`src/rtl/pipe_stage_buf.sv`:
```
// Elastic pipeline-stage register: valid/ready handshake, synchronous flush,
// optional skid slot and a saturating stall-cycle counter.
module pipe_stage_buf #(
    parameter int WIDTH = 64,
    parameter int SKID  = 1,
    parameter int CNT_W = 32
) (
    input  logic             clk,
    input  logic             reset,
    input  logic             in_valid,
    output logic             in_ready,
    input  logic [WIDTH-1:0] in_data,
    input  logic             flush,
    output logic             out_valid,
    input  logic             out_ready,
    output logic [WIDTH-1:0] out_data,
    output logic [1:0]       occupancy,
    input  logic             stat_clr,
    output logic [CNT_W-1:0] stall_cnt
);

    typedef enum logic [1:0] {
        EMPTY = 2'd0,
        ONE   = 2'd1,
        FULL  = 2'd2
    } state_t;

    state_t           state_q, state_d;
    logic [WIDTH-1:0] main_q, main_d;
    logic [WIDTH-1:0] skid_q, skid_d;
    logic [CNT_W-1:0] cnt_q, cnt_d;
    logic             in_fire, out_fire;

    // With a skid slot in_ready is a pure state decode; without one it
    // must look at out_ready so a held entry can be replaced in one cycle.
    generate
        if (SKID != 0) begin : g_skid
            assign in_ready = (state_q != FULL);
        end else begin : g_noskid
            assign in_ready = (state_q == EMPTY) | out_ready;
        end
    endgenerate

    assign out_valid = (state_q != EMPTY);
    assign out_data  = main_q;
    assign occupancy = (state_q == FULL) ? 2'd2 :
                       (state_q == ONE)  ? 2'd1 : 2'd0;
    assign stall_cnt = cnt_q;
    assign in_fire   = in_valid & in_ready;
    assign out_fire  = out_valid & out_ready;

    // Next-state and data-path selection; flush overrides everything but
    // leaves the data registers untouched (their contents are then stale).
    always_comb begin
        state_d = state_q;
        main_d  = main_q;
        skid_d  = skid_q;
        if (flush) begin
            state_d = EMPTY;
        end else begin
            case (state_q)
                EMPTY: begin
                    if (in_fire) begin
                        state_d = ONE;
                        main_d  = in_data;
                    end
                end
                ONE: begin
                    if (in_fire && out_fire) begin
                        main_d = in_data;
                    end else if (out_fire) begin
                        state_d = EMPTY;
                    end else if (in_fire && (SKID != 0)) begin
                        state_d = FULL;
                        skid_d  = in_data;
                    end
                end
                FULL: begin
                    // Skid entry moves up behind the departing main entry.
                    if (out_fire) begin
                        state_d = ONE;
                        main_d  = skid_q;
                    end
                end
                default: state_d = EMPTY;
            endcase
        end
    end

    // Stall counter: clear wins over a concurrent stall, saturates at all-ones.
    always_comb begin
        cnt_d = cnt_q;
        if (stat_clr) begin
            cnt_d = '0;
        end else if (out_valid && !out_ready && !(&cnt_q)) begin
            cnt_d = cnt_q + 1'b1;
        end
    end

    // State and payload registers.
    always_ff @(posedge clk or posedge reset) begin
        if (reset) begin
            state_q <= EMPTY;
            main_q  <= '0;
            skid_q  <= '0;
            cnt_q   <= '0;
        end else begin
            state_q <= state_d;
            main_q  <= main_d;
            skid_q  <= skid_d;
            cnt_q   <= cnt_d;
        end
    end

endmodule

```
`config.mk`:
```
export PLATFORM = sky130hd
export DESIGN_NAME = pipe_stage_buf
export DESIGN_NICKNAME = d
export VERILOG_FILES = /design/src/rtl/pipe_stage_buf.sv
export SDC_FILE = /design/constraint.sdc
export NUM_CORES = 1
export LEC_CHECK = 0
export CAP_MARGIN = 10
export CORE_MARGIN = 5
export CORE_UTILIZATION = 40
export CTS_BUF_LIST = sky130_fd_sc_hd__clkbuf_8
export CTS_CLUSTER_DIAMETER = 150
export DETAILED_ROUTE_END_ITERATION = 7
export GPL_TIMING_DRIVEN = 0
export PLACE_DENSITY_LB_ADDON = 0.3
export SLEW_MARGIN = 30
export SYNTH_ARGS = -nofsm -noshare
export SYNTH_HDL_FRONTEND = slang
export SYNTH_SLANG_ARGS = --single-unit
export TNS_END_PERCENT = 20
```
`constraint.sdc`:
```
create_clock -name clk -period 13.6 [get_ports clk]
set_input_delay 1.36 -clock clk [delete_from_list [all_inputs] [get_ports clk]]
set_output_delay 1.36 -clock clk [all_outputs]
set_load 0.01 [all_outputs]
```
==> flow_summary.ini <==
[outcome]
status = completed

[timing]
max_freq_ghz = 0.2758
slew_viol_final = 0
hold_violations = 0
finalSetupViolCount = 0
tns_ns = 0
fin_skew_ns = 0.01037
setup_slack_ns = 9.974
fin_crit_ns = 3.626
rsz0062_at_grt = false
timing.slew.headroom_pct = 58.28
period_share_pct = 26.66
worst_slew_pin_slew_ns = 0.6258

[clock_network]
postCtsSetupBuffers = 0
cts_buffers = 17
clock-sinks = 162
cts.repair.resized = 0
worstSkewPairLatency_ns = 0.44
cts_root_buffer = clkbuf_8
path_clk_slew_ns = 0.09
h-tree-depth = 4
max-clock-path-buffers = 2
cts_tree = built
hold_buffers = 0

[layout]
final_common_cell = clkdlybuf4s50_1
synthToLayoutAreaGrowth_pct = 33.82
antennaDiodeCount = 0
nNetsFinal = 960
drive_gt1_share_pct = 12.64
layout_common_cells = clkdlybuf4s50_1, dfrtp_1, nand2_1, nor2_1, mux2_2

[worst_setup_path]
cp.arrival_ns = 2.27
critPathLaunchType = flop
setup.worst_path.end_class = output port
rr_worst_depth = 6
crit_end = occupancy[1]
cp_data_required_time_ns = 12.24
path_class = reg2out
reg2reg_to = stall_cnt[30]$_DFFE_PP0P_
cp_max_fo = 10
crit_path_start = state_q[0]$_DFFE_PP0P_
worstReg2RegStart = stall_cnt[0]$_DFFE_PP0P_
r2r_slack_ns = 11.11

[synth]
synth-adder-area-share_pct = 0.1753
synth_top_family_by_area = simple AND/OR/NAND/NOR gates
syn_area_per_cell_um2 = 10.18
muxShareOfSynthArea_pct = 10.55
synth.top_cell.area_share_pct = 56.78
syn_inst = 701
synth_area_leaders = dfrtp_1, mux2_2, nand2_1
synthSimpleGateAreaFrac_pct = 18.37
syn_area_mm2 = 0.007139
yosys_warnings = 0
synthesis.nets = 772
async_flop_share_pct = 100.0
ys_ff_latch = 162
synth_xor_area_share_pct = 0.6134
synth_cell_types = 46
seq_area_frac_synth_pct = 56.78
yosysTopAreaCell = dfrtp_1
synth_ff_type = dfrtp_1
synth_compound_area_share_pct = 10.46
synth_edf_count = 0

[power]
peakVddDrop_mv = 0.06651
power_density_mw_per_mm2 = 129.1
cellLeakagePower_nw = 3.906

[drt]
ant_nets = 0
routed_wl_um = 18350
viasPerCell = 5.189
drc = 0
drtIter0Drc = 291
firstDrtPassIters = 4
drt-wirelength-per-cell_um = 16.28
num_vias = 5848

[place]
gp_congestion = 0.8474
numPortBuffers = 168
place_ws_ns = 9.788
dpl.hpwl_um = 12840

[worst_hold_path]
hold_class = reg2reg

[global_routing]
grt_pass1_vias = 5845
grt_pass1_wl_um = 30110
antenna_found_initial = 1
grt_overflow = 0
grtUsageTotal_pct = 18.31
grt_max_degree = 88

[floorplanning]
core-area_mm2 = 0.01742
initial_utilization_pct = 40.99
die_h_um = 143.6
dieArea_mm2 = 0.02062
die_x_um = 143.6
rows = 48
io_pins = 170

[job]
max_cap_violations = 0
-- how the worst min path moves through the flow --
stage,start,slack [ns],endpoint,cells after the start
finish,skid_q[44]$_DFFE_PP0P_,0.51,skid_q[44]$_DFFE_PP0P_,1
floorplan,skid_q[10]$_DFFE_PP0P_,0.48,skid_q[10]$_DFFE_PP0P_,1
global placement,skid_q[31]$_DFFE_PP0P_,0.49,skid_q[31]$_DFFE_PP0P_,1
CTS,skid_q[37]$_DFFE_PP0P_,0.51,skid_q[37]$_DFFE_PP0P_,1
global route,skid_q[58]$_DFFE_PP0P_,0.52,skid_q[58]$_DFFE_PP0P_,1
detailed placement,skid_q[2]$_DFFE_PP0P_,0.49,skid_q[2]$_DFFE_PP0P_,1
-- cell type report --
type / count / area (um2)
multi-input combinational: 488 / 2868
inverter: 6 / 30.03
timing repair buffer: 169 / 1709
clock inverter: 14 / 168.9
sequential: 162 / 4054
buffer: 45 / 195.2
fill: 1529 / 7863
clock buffer: 18 / 247.7
tap: 225 / 281.5
-- state kept, by name (all words and copies together) (netlist names) --
register / flops
out_data: 64
skid_q: 64
stall_cnt: 32
state_q: 2
-- layer usage --
metal / GRT usage (%) / vias up / wire (um)
met5: 0 / - / 20
met4: 5.104 / 2 / 258
met3: 6.190 / 21 / 1496
met2: 28.77 / 164 / 8488
met1: 24.37 / 2828 / 8083
li1: - / 2833 / -
-- power breakdown --
| group | internal [mW] | leakage, nW | switching [mW] |
|---|---|---|---|
| sequential | 0.570 | 1.96 | 0.0479 |
| clock | 0.174 | 0.211 | 0.196 |
| combinational | 0.143 | 1.73 | 0.102 |
| total | 0.888 | 3.91 | 0.346 |
-- logic make-up after synthesis --
logic type / Yosys count
xor gates and xnor gates: 5
muxes: 67
buffers and inverters: 51
and+or+nand+nor: 291
AOI/OAI and AO/OA: 124
DFF: 162
adders and majority gates: 1
-- synth_stat cells (2+ instances only) --
| master | count |
|---|---|
| nor2b_1 | 6 |
| or2_2 | 2 |
| or3_4 | 2 |
| nand3_1 | 7 |
| o21ai_0 | 20 |
| nor4_1 | 2 |
| or3_1 | 18 |
| o31ai_1 | 5 |
| or4_1 | 5 |
| a31oi_1 | 64 |
| xnor2_1 | 4 |
| a21oi_1 | 26 |
| clkbuf_1 | 40 |
| nor3_1 | 5 |
| and4_1 | 2 |
| inv_1 | 6 |
| mux2_2 | 66 |
| buf_6 | 2 |
| nand4_1 | 13 |
| dfrtp_1 | 162 |
| a311oi_1 | 2 |
| nand2_1 | 140 |
| nor2_1 | 79 |
-- stage by stage --
stage	instance area (um2)	power, mW	hold slack [ns]	std cells	utilization (%)
after floorplan	7139	0.7419	0.4793	701	-
after global placement	9102	0.8667	0.4855	1094	52.26
after detailed placement	9138	0.8752	0.4923	1095	52.46
after CTS	9554	1.246	0.5125	1127	54.86
after global routing	9554	1.298	0.5187	1127	54.86
final	9554	1.233	0.5110	1127	54.86
-- worst max-delay path: stages, from the launching register on --
cell and delay [ns]:
dfrtp_1 0.37, buf_4 0.15, nand2b_1 0.18, inv_1 0.12, clkbuf_1 0.37, clkdlybuf4s50_1 0.63
No activity file was read; power rests on OpenSTA's default activity.
